<file path="config.mk">
export PLATFORM = sky130hd
export DESIGN_NAME = ex_result_stage
export DESIGN_NICKNAME = d
export VERILOG_FILES = /design/src/rtl/ex_result_stage.sv
export SDC_FILE = /design/constraint.sdc
export NUM_CORES = 1
export LEC_CHECK = 0
export ABC_AREA = 1
export ABC_CLOCK_PERIOD_IN_PS = 1500
export CAP_MARGIN = 20
export CORE_AREA = 10 10 118 88
export DETAILED_ROUTE_END_ITERATION = 8
export DIE_AREA = 0 0 128 98
export GPL_TIMING_DRIVEN = 0
export PLACE_DENSITY = 0.76
export SYNTH_ARGS = -nofsm -noshare
export SYNTH_HDL_FRONTEND = slang
export SYNTH_SLANG_ARGS = --single-unit
</file>
<file path="constraint.sdc">
create_clock -name clk -period 1.5 [get_ports clk]
set_input_delay 0.3 -clock clk [delete_from_list [all_inputs] [get_ports clk]]
set_output_delay 0.3 -clock clk [all_outputs]
set_load 0.05 [all_outputs]
</file>
<file path="src/rtl/ex_result_stage.sv">
// ex_result_stage
// Execute-stage back end sitting right after the combinational ALU.
//   - Captures {result, rd, write enable} into a 2-entry skid buffer and
//     presents the oldest entry to the memory/writeback stage.
//   - Holds the architectural NZCV flag register, loaded from the ALU flags.
//   - Evaluates a 4-bit branch condition against the registered flags.
//
// Handshake: a transfer happens on a rising edge where valid and ready are
// both high. A producer holding valid keeps its payload stable until the
// transfer. in_ready depends only on registered state (never on out_ready),
// and out_* are held stable while out_valid=1 and out_ready=0.
//
// Ports:
//   clk, rst_n                    clock, asynchronous active-low reset
//   in_valid / in_ready           upstream handshake
//   resultado, cout, zero, neg,
//   overflow, aluControl          ALU result, flags and opcode
//   rd, we, set_flags             destination, write enable, flag update
//   flush                         synchronous pipeline flush
//   out_valid / out_ready         downstream handshake
//   out_result, out_rd, out_we    head entry (zero when empty)
//   flags                         registered {N,Z,C,V}
//   cond / cond_true              branch condition code and its outcome
module ex_result_stage #(
   parameter int N  = 32,
   parameter int RW = 4
) (
   input  logic          clk,
   input  logic          rst_n,
   input  logic          in_valid,
   output logic          in_ready,
   input  logic [N-1:0]  resultado,
   input  logic          cout,
   input  logic          zero,
   input  logic          neg,
   input  logic          overflow,
   input  logic [2:0]    aluControl,
   input  logic [RW-1:0] rd,
   input  logic          we,
   input  logic          set_flags,
   input  logic          flush,
   output logic          out_valid,
   input  logic          out_ready,
   output logic [N-1:0]  out_result,
   output logic [RW-1:0] out_rd,
   output logic          out_we,
   output logic [3:0]    flags,
   input  logic [3:0]    cond,
   output logic          cond_true
);

   logic [N-1:0]  mem_result [2];
   logic [RW-1:0] mem_rd     [2];
   logic [1:0]    mem_we;
   logic          head;
   logic          tail;
   logic [1:0]    count;
   logic [3:0]    flags_q;

   logic accept;
   logic pop;
   logic we_eff;
   logic flag_upd;

   // Compare (111) is still pushed to keep ordering but never writes rd.
   assign we_eff    = we & (aluControl != 3'b111);
   assign in_ready  = (count < 2'd2) & ~flush;
   assign accept    = in_valid & in_ready;
   assign out_valid = (count != 2'd0);
   assign pop       = out_valid & out_ready;

   // Shift (101) and pass-b (110) leave the flags alone. accept already
   // excludes flush, so a flushed op cannot touch the flags.
   assign flag_upd  = accept & set_flags &
                      (aluControl != 3'b101) & (aluControl != 3'b110);

   assign out_result = out_valid ? mem_result[head] : '0;
   assign out_rd     = out_valid ? mem_rd[head]     : '0;
   assign out_we     = out_valid ? mem_we[head]     : 1'b0;
   assign flags      = flags_q;

   always_ff @(posedge clk or negedge rst_n) begin
      if (!rst_n) begin
         head          <= 1'b0;
         tail          <= 1'b0;
         count         <= 2'd0;
         mem_result[0] <= '0;
         mem_result[1] <= '0;
         mem_rd[0]     <= '0;
         mem_rd[1]     <= '0;
         mem_we        <= 2'b00;
      end else if (flush) begin
         head  <= 1'b0;
         tail  <= 1'b0;
         count <= 2'd0;
      end else begin
         if (accept) begin
            mem_result[tail] <= resultado;
            mem_rd[tail]     <= rd;
            mem_we[tail]     <= we_eff;
            tail             <= ~tail;
         end
         if (pop) begin
            head <= ~head;
         end
         case ({accept, pop})
            2'b10:   count <= count + 2'd1;
            2'b01:   count <= count - 2'd1;
            default: count <= count;
         endcase
      end
   end

   always_ff @(posedge clk or negedge rst_n) begin
      if (!rst_n) begin
         flags_q <= 4'b0000;
      end else if (flag_upd) begin
         flags_q <= {neg, zero, cout, overflow};
      end
   end

   // Condition evaluation on registered flags only.
   logic f_n, f_z, f_c, f_v;
   assign {f_n, f_z, f_c, f_v} = flags_q;

   always_comb begin
      cond_true = 1'b0;
      case (cond)
         4'h0: cond_true = f_z;
         4'h1: cond_true = ~f_z;
         4'h2: cond_true = f_c;
         4'h3: cond_true = ~f_c;
         4'h4: cond_true = f_n;
         4'h5: cond_true = ~f_n;
         4'h6: cond_true = f_v;
         4'h7: cond_true = ~f_v;
         4'h8: cond_true = f_c & ~f_z;
         4'h9: cond_true = ~f_c | f_z;
         4'hA: cond_true = (f_n == f_v);
         4'hB: cond_true = (f_n != f_v);
         4'hC: cond_true = ~f_z & (f_n == f_v);
         4'hD: cond_true = f_z | (f_n != f_v);
         4'hE: cond_true = 1'b1;
         default: cond_true = 1'b0;
      endcase
   end

endmodule

</file>
## Yosys cells after proc, flatten, opt, wreduce, memory -nomap -nowiden

Index checks and enable logic that the tools add are counted.

- Register bits after elaboration: 82
- Input bits: 54
- Output and inout bits: 44
- Logic and storage cells: 94

- $add $sub $neg: 2
- Order comparisons: 7
- Equal/unequal tests: 21
- Muxes and demuxes: 27
- Bitwise logic cells: 20
- Reduce and logical (&&, ||, !) cells: 8

Operators with widths:

| cell | number |
|---|---|
| 2-to-1 mux 32 bit | 5 |
| bitwise mux 64 bit | 1 |
| demux 32 bit (select 1 bit) | 1 |
| == test 4 bit, second input constant | 7 |
| 2-to-1 mux 4 bit | 5 |
| == test 4 x 3 -> 1 bit, second input constant | 4 |
| one-hot mux 1 bit (15 select lines) | 1 |
| bitwise AND 1 bit | 9 |
| != test 3 bit, second input constant | 3 |
| bitwise mux 8 bit | 1 |
| == test 4 x 2 -> 1 bit, second input constant | 2 |
| 2-to-1 mux 1 bit | 8 |
| NOT 1 bit | 7 |
| nonzero test 2 bit | 3 |
| demux 4 bit (select 1 bit) | 1 |
| == test 4 x 1 -> 1 bit, second input constant | 1 |
| >= comparator 2 bit, second input constant | 2 |
| logical NOT 4 bit | 1 |
| < comparator 1 x 2 -> 1 bit, second input constant | 2 |
| NOT 1 -> 2 bit | 2 |
| one-hot mux 2 bit (2 select lines) | 1 |
| nonzero test 3 bit | 1 |
| adder 2 x 1 -> 2 bit, second input constant | 1 |
| bitwise mux 2 bit | 1 |
| other kinds (13) | 15 |

## Longest topological paths before layout

Gate-level depths: netlist of the first run.

- Depth in word-level cells: 6
- Gate-level depth with buffers: 8

## Worst setup path after synthesis of the first run

Ideal clock, no wire load.

- Path kind: reg-to-output
- Start: register head
- End: output out_result[14]
- Arrival: 1693 ps
- Required time: 1200 ps
- Slack: -493 ps
- Stages on the path, launching flop included: 5
- Buffers on the path: 2
- Path through: dfrtp_1 -> buf_2 -> buf_1 -> nand2_1 -> a21oi_1

- Longest elaborated chain between the ends: 5

Ends and longest elaborated chain:

| what | line | RTL |
|---|---|---|
| start, declared | 55 | `logic head;` |
| start signal, assigned | 104 | `head <= ~head;` |
| NOT 1 -> 2 bit (not written as such) | 77 | `assign out_result = out_valid ? mem_result[head] : '0;` |
| 2-to-1 mux 32 bit (not written as such) (3 in a row) | 77 |  |
| 2-to-1 mux 32 bit | 77 |  |
| end, declared | 44 | `output logic [N-1:0] out_result,` |

Every way passes these cells. The select of a mux whose other input is x is not followed.

## Final worst setup path of the first run

- Start: register head
- End: output out_result[0]

The elaborated chain is that of the path after synthesis.

==> flow_metrics.env, run 1 <==
export IMPL_peakVddDrop_mv=0.900
export IMPL_slew_viol_final=0
export IMPL_fp_dieH_microns=98
export IMPL_die_area_sq_um=12500
export IMPL_violations="negative setup slack"
export IMPL_max_freq_mhz=522
export IMPL_power_density_nw_per_um2=1650
export IMPL_htree_levels=3
export IMPL_hp_class="in -> async"
export IMPL_syn_area_per_cell_sq_um=7.85
export IMPL_wirelength_mm=17.7
export IMPL_yosysMostFrequentCell="nand2_1"
export IMPL_synthesis_nets=560
export IMPL_wl_per_cell_microns=23.3
export IMPL_cp_start_kind="register"
export IMPL_fp_row_count=28
export IMPL_p_leak_nw=3.36
export IMPL_synth_warnings=0
export IMPL_fin_nets=707
export IMPL_finalHoldViolations=0
export IMPL_synth_ff_type="dfrtp_1"
export IMPL_fin_util_pct=90.1
export IMPL_r2r_start="count[1]$_DFFE_PN0P_"
export IMPL_syn2layout_area_growth_pct=85.9
export IMPL_ant_nets=0
export IMPL_synthArstFlopShare_pct=100
export IMPL_cts_clk_slew_worst_paths_ns=0.06
export IMPL_grt_max_degree=63
export IMPL_clock_skew_ns=0.00633
export IMPL_slew_headroom_pct=77.2
export IMPL_cts_sinks=82
export IMPL_timing_final_ws_setup_ns=-0.414
export IMPL_vias=4534
export IMPL_drive_gt1_share_pct=51.6
export IMPL_yosysTopAreaCell="dfrtp_1"
export IMPL_overflow=0
export IMPL_clock_path_buffers=2
export IMPL_drt_iter0_drc=499
export IMPL_grt_pass1_vias=4186
export IMPL_cts_tree="done"
export IMPL_ys_top_cells_by_count="nand2_1, dfrtp_1, inv_1"
export IMPL_insertion_delay_ns=0.35
export IMPL_route_met2_wl_mm=8.53
export IMPL_ys_ff_latch=82
export IMPL_grt_pass1_wl_mm=21.5
export IMPL_yosysTopAreaCellShare_pct=51.6
export IMPL_critPathLaunch="head$_DFFE_PN0P_"
export IMPL_place_inst=709
export IMPL_synth_edf_count=0
export IMPL_grt_setup_unrepaired="true"
export IMPL_drt_pass1_iter_count=5
export IMPL_cp_end_kind="output port"
export IMPL_dp_hpwl_mm=8.44
export IMPL_io_buffer_count=97
export IMPL_wl_met3_mm=1.63
export IMPL_finalSetupViolCount=121
export IMPL_ys_types=22
export IMPL_root_buffer="clkbuf_16"
export IMPL_outcome="finished with violations"
export IMPL_ios=98
export IMPL_min_period_ns=1.91
export IMPL_worst_pin_slew_ns=0.342
export IMPL_vias_per_cell=5.95
export IMPL_wl_met1_mm=6.81
export IMPL_numCtsBuffers=9
export IMPL_gr_usage_all_layers_pct=21.2
export IMPL_place_gp_congestion=0.818
export IMPL_max_cap_viol_count=0
export IMPL_crit_type="reg -> out"
export IMPL_drc=0
export IMPL_synthTopCellsByArea="dfrtp_1, nand2_1, o21ai_0"
export IMPL_synthCells=506
export IMPL_die_w_microns=128
export IMPL_path_max_fanout=5
export IMPL_yosysSeqAreaShare_pct=51.6
export IMPL_antenna_found_initial=0
export IMPL_start_util_pct=48.5
export IMPL_period_share_pct=128
export IMPL_crit_arrival_ns=1.61
export IMPL_core_sq_um=8200
export IMPL_layoutNonFillerInstCount=762
export IMPL_mappedNetlistArea_sq_um=3970
export IMPL_n_antenna_cell=0
export IMPL_routed_top_layer="met4"
export IMPL_worstPathRequired_ns=1.20
-- per-layer routing --
layer / global-route usage, % / up-vias
met1: 25.9 / 2249
li1: - / 1908
met2: 34.6 / 304
met5: 0 / -
met3: 6.97 / 73
met4: 6.48 / 0
-- cell families (layout without fill, tap and decap cells) --
group | count (synthesis) | in the layout | synth area share, %
and+or+nand+nor | 222 | 222 | 22.0
DFF | 82 | 82 | 51.6
AOI/OAI and AO/OA | 119 | 119 | 16.9
xor gates and xnor gates | 1 | 1 | 0.220
buffers and inverters | 82 | 233 | 9.29
-- cell usage in the layout, fill, tap and decap left out, types with 3 or more instances in the layout --
cell type,count
clkbuf_16,20
dfrtp_2,6
nor2_1,11
o21ai_0,5
nand2_1,79
dlygate4sd2_1,4
buf_12,12
a21oi_2,7
buf_6,41
buf_16,4
buf_4,13
clkinvlp_4,3
nand2_4,40
nor2_4,3
clkdlybuf4s50_1,48
o21ai_2,48
a21oi_4,31
buf_8,23
nand2_2,67
o21ai_1,25
nand3_1,13
inv_1,50
dfrtp_1,76
nand3_2,3
-- what timing repair did --
action,CTS,global route
hold buffers,1,0
endpoints found under the setup margin,53,111
pin swaps,5,21
endpoints found under the hold margin,20,0
gates resized for setup,388,236
cloned,7,9
buffers inserted,15,8
-- worst paths after layout --
kind	slack, ns	cells past startpoint	endpoint
max	-0.41	5	out_result[0]
min	0.38	2	mem_result[18]$_DFFE_PN0P_
max reg2reg	-0.19	8	mem_result[40]$_DFFE_PN0P_
min reg2reg	0.50	2	mem_result[22]$_DFFE_PN0P_
max in group asynchronous	0.47	3	flags[0]$_DFFE_PN0P_
min in group clk	0.50	2	mem_result[22]$_DFFE_PN0P_
-- metrics by stage --
stage          TNS (ns)  area (sq um)  hold WS (ns)  power, mW  setup slack (ns)
5_1_grt          -23.03          7390         0.424       12.6            -0.437
3_5_place_dp     -55.30          5540         0.207       7.49             -1.08
4_1_cts          -12.74          6410         0.400       10.5            -0.327
6_report         -21.34          7390         0.383       12.2            -0.414
3_3_place_gp    -275.23          5510         0.465       7.34             -3.01
2_1_floorplan     -8.50          4410       0.00441       6.30            -0.213
-- critical path, stage by stage (launching register included) --
cell and delay, ns:
dfrtp_2 0.49, buf_12 0.16, clkinvlp_4 0.14, nand2_2 0.09
a21oi_2 0.20, buf_6 0.19
-- state kept, by name, summed over array words and instances, names as in the netlist --
name,cells
head,1
flags,4
mem_rd,8
mem_we,2
mem_result,64
count,2
tail,1
-- final cells by class --
cell class,count,area (sq um)
multi-input combinational,342,2560
sequential,82,2060
timing repair buffer,136,1670
fill,331,811
buffer,26,435
clock buffer,10,229
inverter,55,216
tap,105,131
clock inverter,5,80.1
timing repair inverter,1,7.51
-- power breakdown --
| part | switching (mW) | total, mW | internal (mW) |
|---|---|---|---|
| Clock | 0.946 | 2.39 | 1.45 |
| Combinational | 3.34 | 5.87 | 2.53 |
| Sequential | 0.893 | 3.91 | 3.02 |
Note: power is estimated with default switching activity, not from simulation.
==> run 2, diff against run 1 <==
Settings changed: CAP_MARGIN 20 to default, CORE_AREA 10 10 118 88 to 2 2 110 80, CTS_CLUSTER_SIZE from default to 28, DIE_AREA 0 0 128 98 to 0 0 112 82.
==> run 2 against run 1 <==
  * Sequential cell count is the same
  * Final area rose by 2.4%
  * Critical endpoint is now out_result[21]
  * Maximum frequency down 0.12%
  * The run still ends with negative setup slack left
==> flow_metrics.env, run 2 (same netlist as run 1, synthesis figures left out) <==
export IMPL_antenna_found_initial=0
export IMPL_fillers=271
export IMPL_drt_pass1_iter_count=7
export IMPL_drive_gt1_share_pct=53.0
export IMPL_crit_type="reg -> out"
export IMPL_fp_row_count=28
export IMPL_wirelength_mm=18.1
export IMPL_crit_family="flip-flops"
export IMPL_p_leak_nw=3.44
export IMPL_fp_dieH_microns=82
export IMPL_insertion_delay_ns=0.35
export IMPL_drc=0
export IMPL_grt_max_degree=61
export IMPL_overflow=0
export IMPL_worstPathRequired_ns=1.20
export IMPL_max_cap_viol_count=0
export IMPL_htree_levels=3
export IMPL_ant_nets=0
export IMPL_final_cell_mix="nand2_1, dfrtp_1, nand2_4, o21ai_2, inv_1"
export IMPL_slew_headroom_pct=77.4
export IMPL_cp_slowest_stage_delay_ns=0.50
export IMPL_finalSetupViolCount=119
export IMPL_finalHoldViolations=0
export IMPL_critPathBufInv=3
export IMPL_clock_skew_ns=0.00603
export IMPL_die_area_sq_um=9180
export IMPL_io_buffer_count=97
export IMPL_gr_usage_all_layers_pct=29.4
export IMPL_grt_setup_unrepaired="true"
export IMPL_cts_sinks=82
export IMPL_violations="negative setup slack"
export IMPL_slew_viol_final=0
export IMPL_period_share_pct=128
export IMPL_n_antenna_cell=0
export IMPL_crit_chain="buf_6, buf_8, nand2_1, a21oi_4, buf_6"
export IMPL_dp_hpwl_mm=7.42
export IMPL_fin_area_sq_um=7560
export IMPL_outcome="finished with violations"
export IMPL_pre_cts_ws_ns=-1.07
export IMPL_mostFrequentLayoutCell="nand2_1"
export IMPL_root_buffer="clkbuf_16"
export IMPL_hp_class="in -> async"
export IMPL_largest_reg_flops=64
export IMPL_peakVddDrop_mv=1.30
export IMPL_start_util_pct=48.5
export IMPL_die_w_microns=112
export IMPL_fin_nets=711
export IMPL_worst_pin_slew_ns=0.339
export IMPL_vias=4587
export IMPL_drt_iter0_drc=534
export IMPL_timing_final_ws_setup_ns=-0.416
export IMPL_min_period_ns=1.92
export IMPL_numCtsBuffers=9
export IMPL_place_gp_congestion=0.777
export IMPL_crit_arrival_ns=1.62
export IMPL_core_sq_um=8200
export IMPL_path_max_fanout=6
export IMPL_ios=98
export IMPL_cts_tree="done"
export IMPL_cp_slowest_cell="dfrtp_2"
export IMPL_cts_clk_slew_worst_paths_ns=0.07
export IMPL_grt_pass1_vias=4218
export IMPL_power_density_nw_per_um2=1630
export IMPL_wl_per_cell_microns=23.6
export IMPL_grt_pass1_wl_mm=20.9
export IMPL_syn2layout_area_growth_pct=90.3
export IMPL_crit_top_cell="buf_6"
export IMPL_regMostFlops="mem_result"
export IMPL_dpl_instance_area_sq_um=5540
export IMPL_max_freq_mhz=522
export IMPL_vias_per_cell=5.98
export IMPL_cp_end_kind="output port"
export IMPL_cp_start_kind="register"
export IMPL_clock_path_buffers=2
==> run 2: final cells by class <==
| class | instances | area (sq um) | area share, % |
|---|---|---|---|
| buffer | 25 | 457 | 6.04 |
| clock buffer | 10 | 229 | 3.03 |
| clock inverter | 6 | 66.3 | 0.877 |
| inverter | 55 | 216 | 2.86 |
| multi-input combinational | 342 | 2680 | 35.5 |
| sequential | 82 | 2060 | 27.2 |
| tap | 105 | 131 | 1.74 |
| timing repair buffer | 141 | 1720 | 22.7 |
| timing repair inverter | 1 | 3.75 | 0.0496 |
==> run 2: where the power goes <==
part	switching (mW)	internal, mW
logic	3.44	2.60
registers	1.00	3.02
clock network	0.984	1.29
total	5.43	6.91
==> run 2: worst paths after layout <==
path,slack (ns),startpoint,depth (start not counted),end
min in group clk,0.49,cout,3,flags[1]$_DFFE_PN0P_
setup / recovery,-0.42,head$_DFFE_PN0P_,5,out_result[21]
setup reg to reg,-0.21,count[1]$_DFFE_PN0P_,8,mem_rd[6]$_DFFE_PN0P_
hold / removal,0.40,rst_n,2,mem_result[52]$_DFFE_PN0P_
hold reg to reg,0.51,mem_result[30]$_DFFE_PN0P_,2,mem_result[30]$_DFFE_PN0P_
max in group asynchronous,0.46,rst_n,3,head$_DFFE_PN0P_
==> run 2: metrics by stage <==
| step | instances | utilization, % | setup TNS (ns) | hold slack, ns | power (mW) |
|---|---|---|---|---|---|
| CTS | 755 | 80.3 | -19.84 | 0.404 | 10.5 |
| detailed placement | 709 | 67.5 | -54.63 | 0.213 | 7.44 |
| global route | 767 | 92.3 | -25.87 | 0.422 | 12.7 |
| finish | 767 | 92.3 | -24.04 | 0.396 | 12.3 |
| global placement | 708 | 67.2 | -274.59 | 0.465 | 7.31 |
| floorplan | 506 | - | -8.50 | 0.00441 | 6.30 |
==> run 2: repair_timing <==
action / in CTS / in global routing
hold buffers: 1 / 0
hold endpoints to repair: 22 / 0
endpoints found under the setup margin: 46 / 121
pin swaps: 9 / 14
cloned: 10 / 9
gates resized for setup: 422 / 232
setup buffers: 19 / 8
==> run 2: worst register-to-register path, stage by stage (launching register included) <==
cell and delay (ns):
dfrtp_2 0.43, buf_6 0.13, nor2_4 0.13, nand2_4 0.08
or2_4 0.29, buf_12 0.19, clkbuf_16 0.19, nand2_4 0.06
o21ai_2 0.08
==> run 2: metal layers <==
metal / part of all wire (%) / global-route usage, %
met5: 0 / 0
met4: 4.0 / 10.4
met3: 9.2 / 5.83
met2: 48 / 50.1
met1: 39 / 38.2
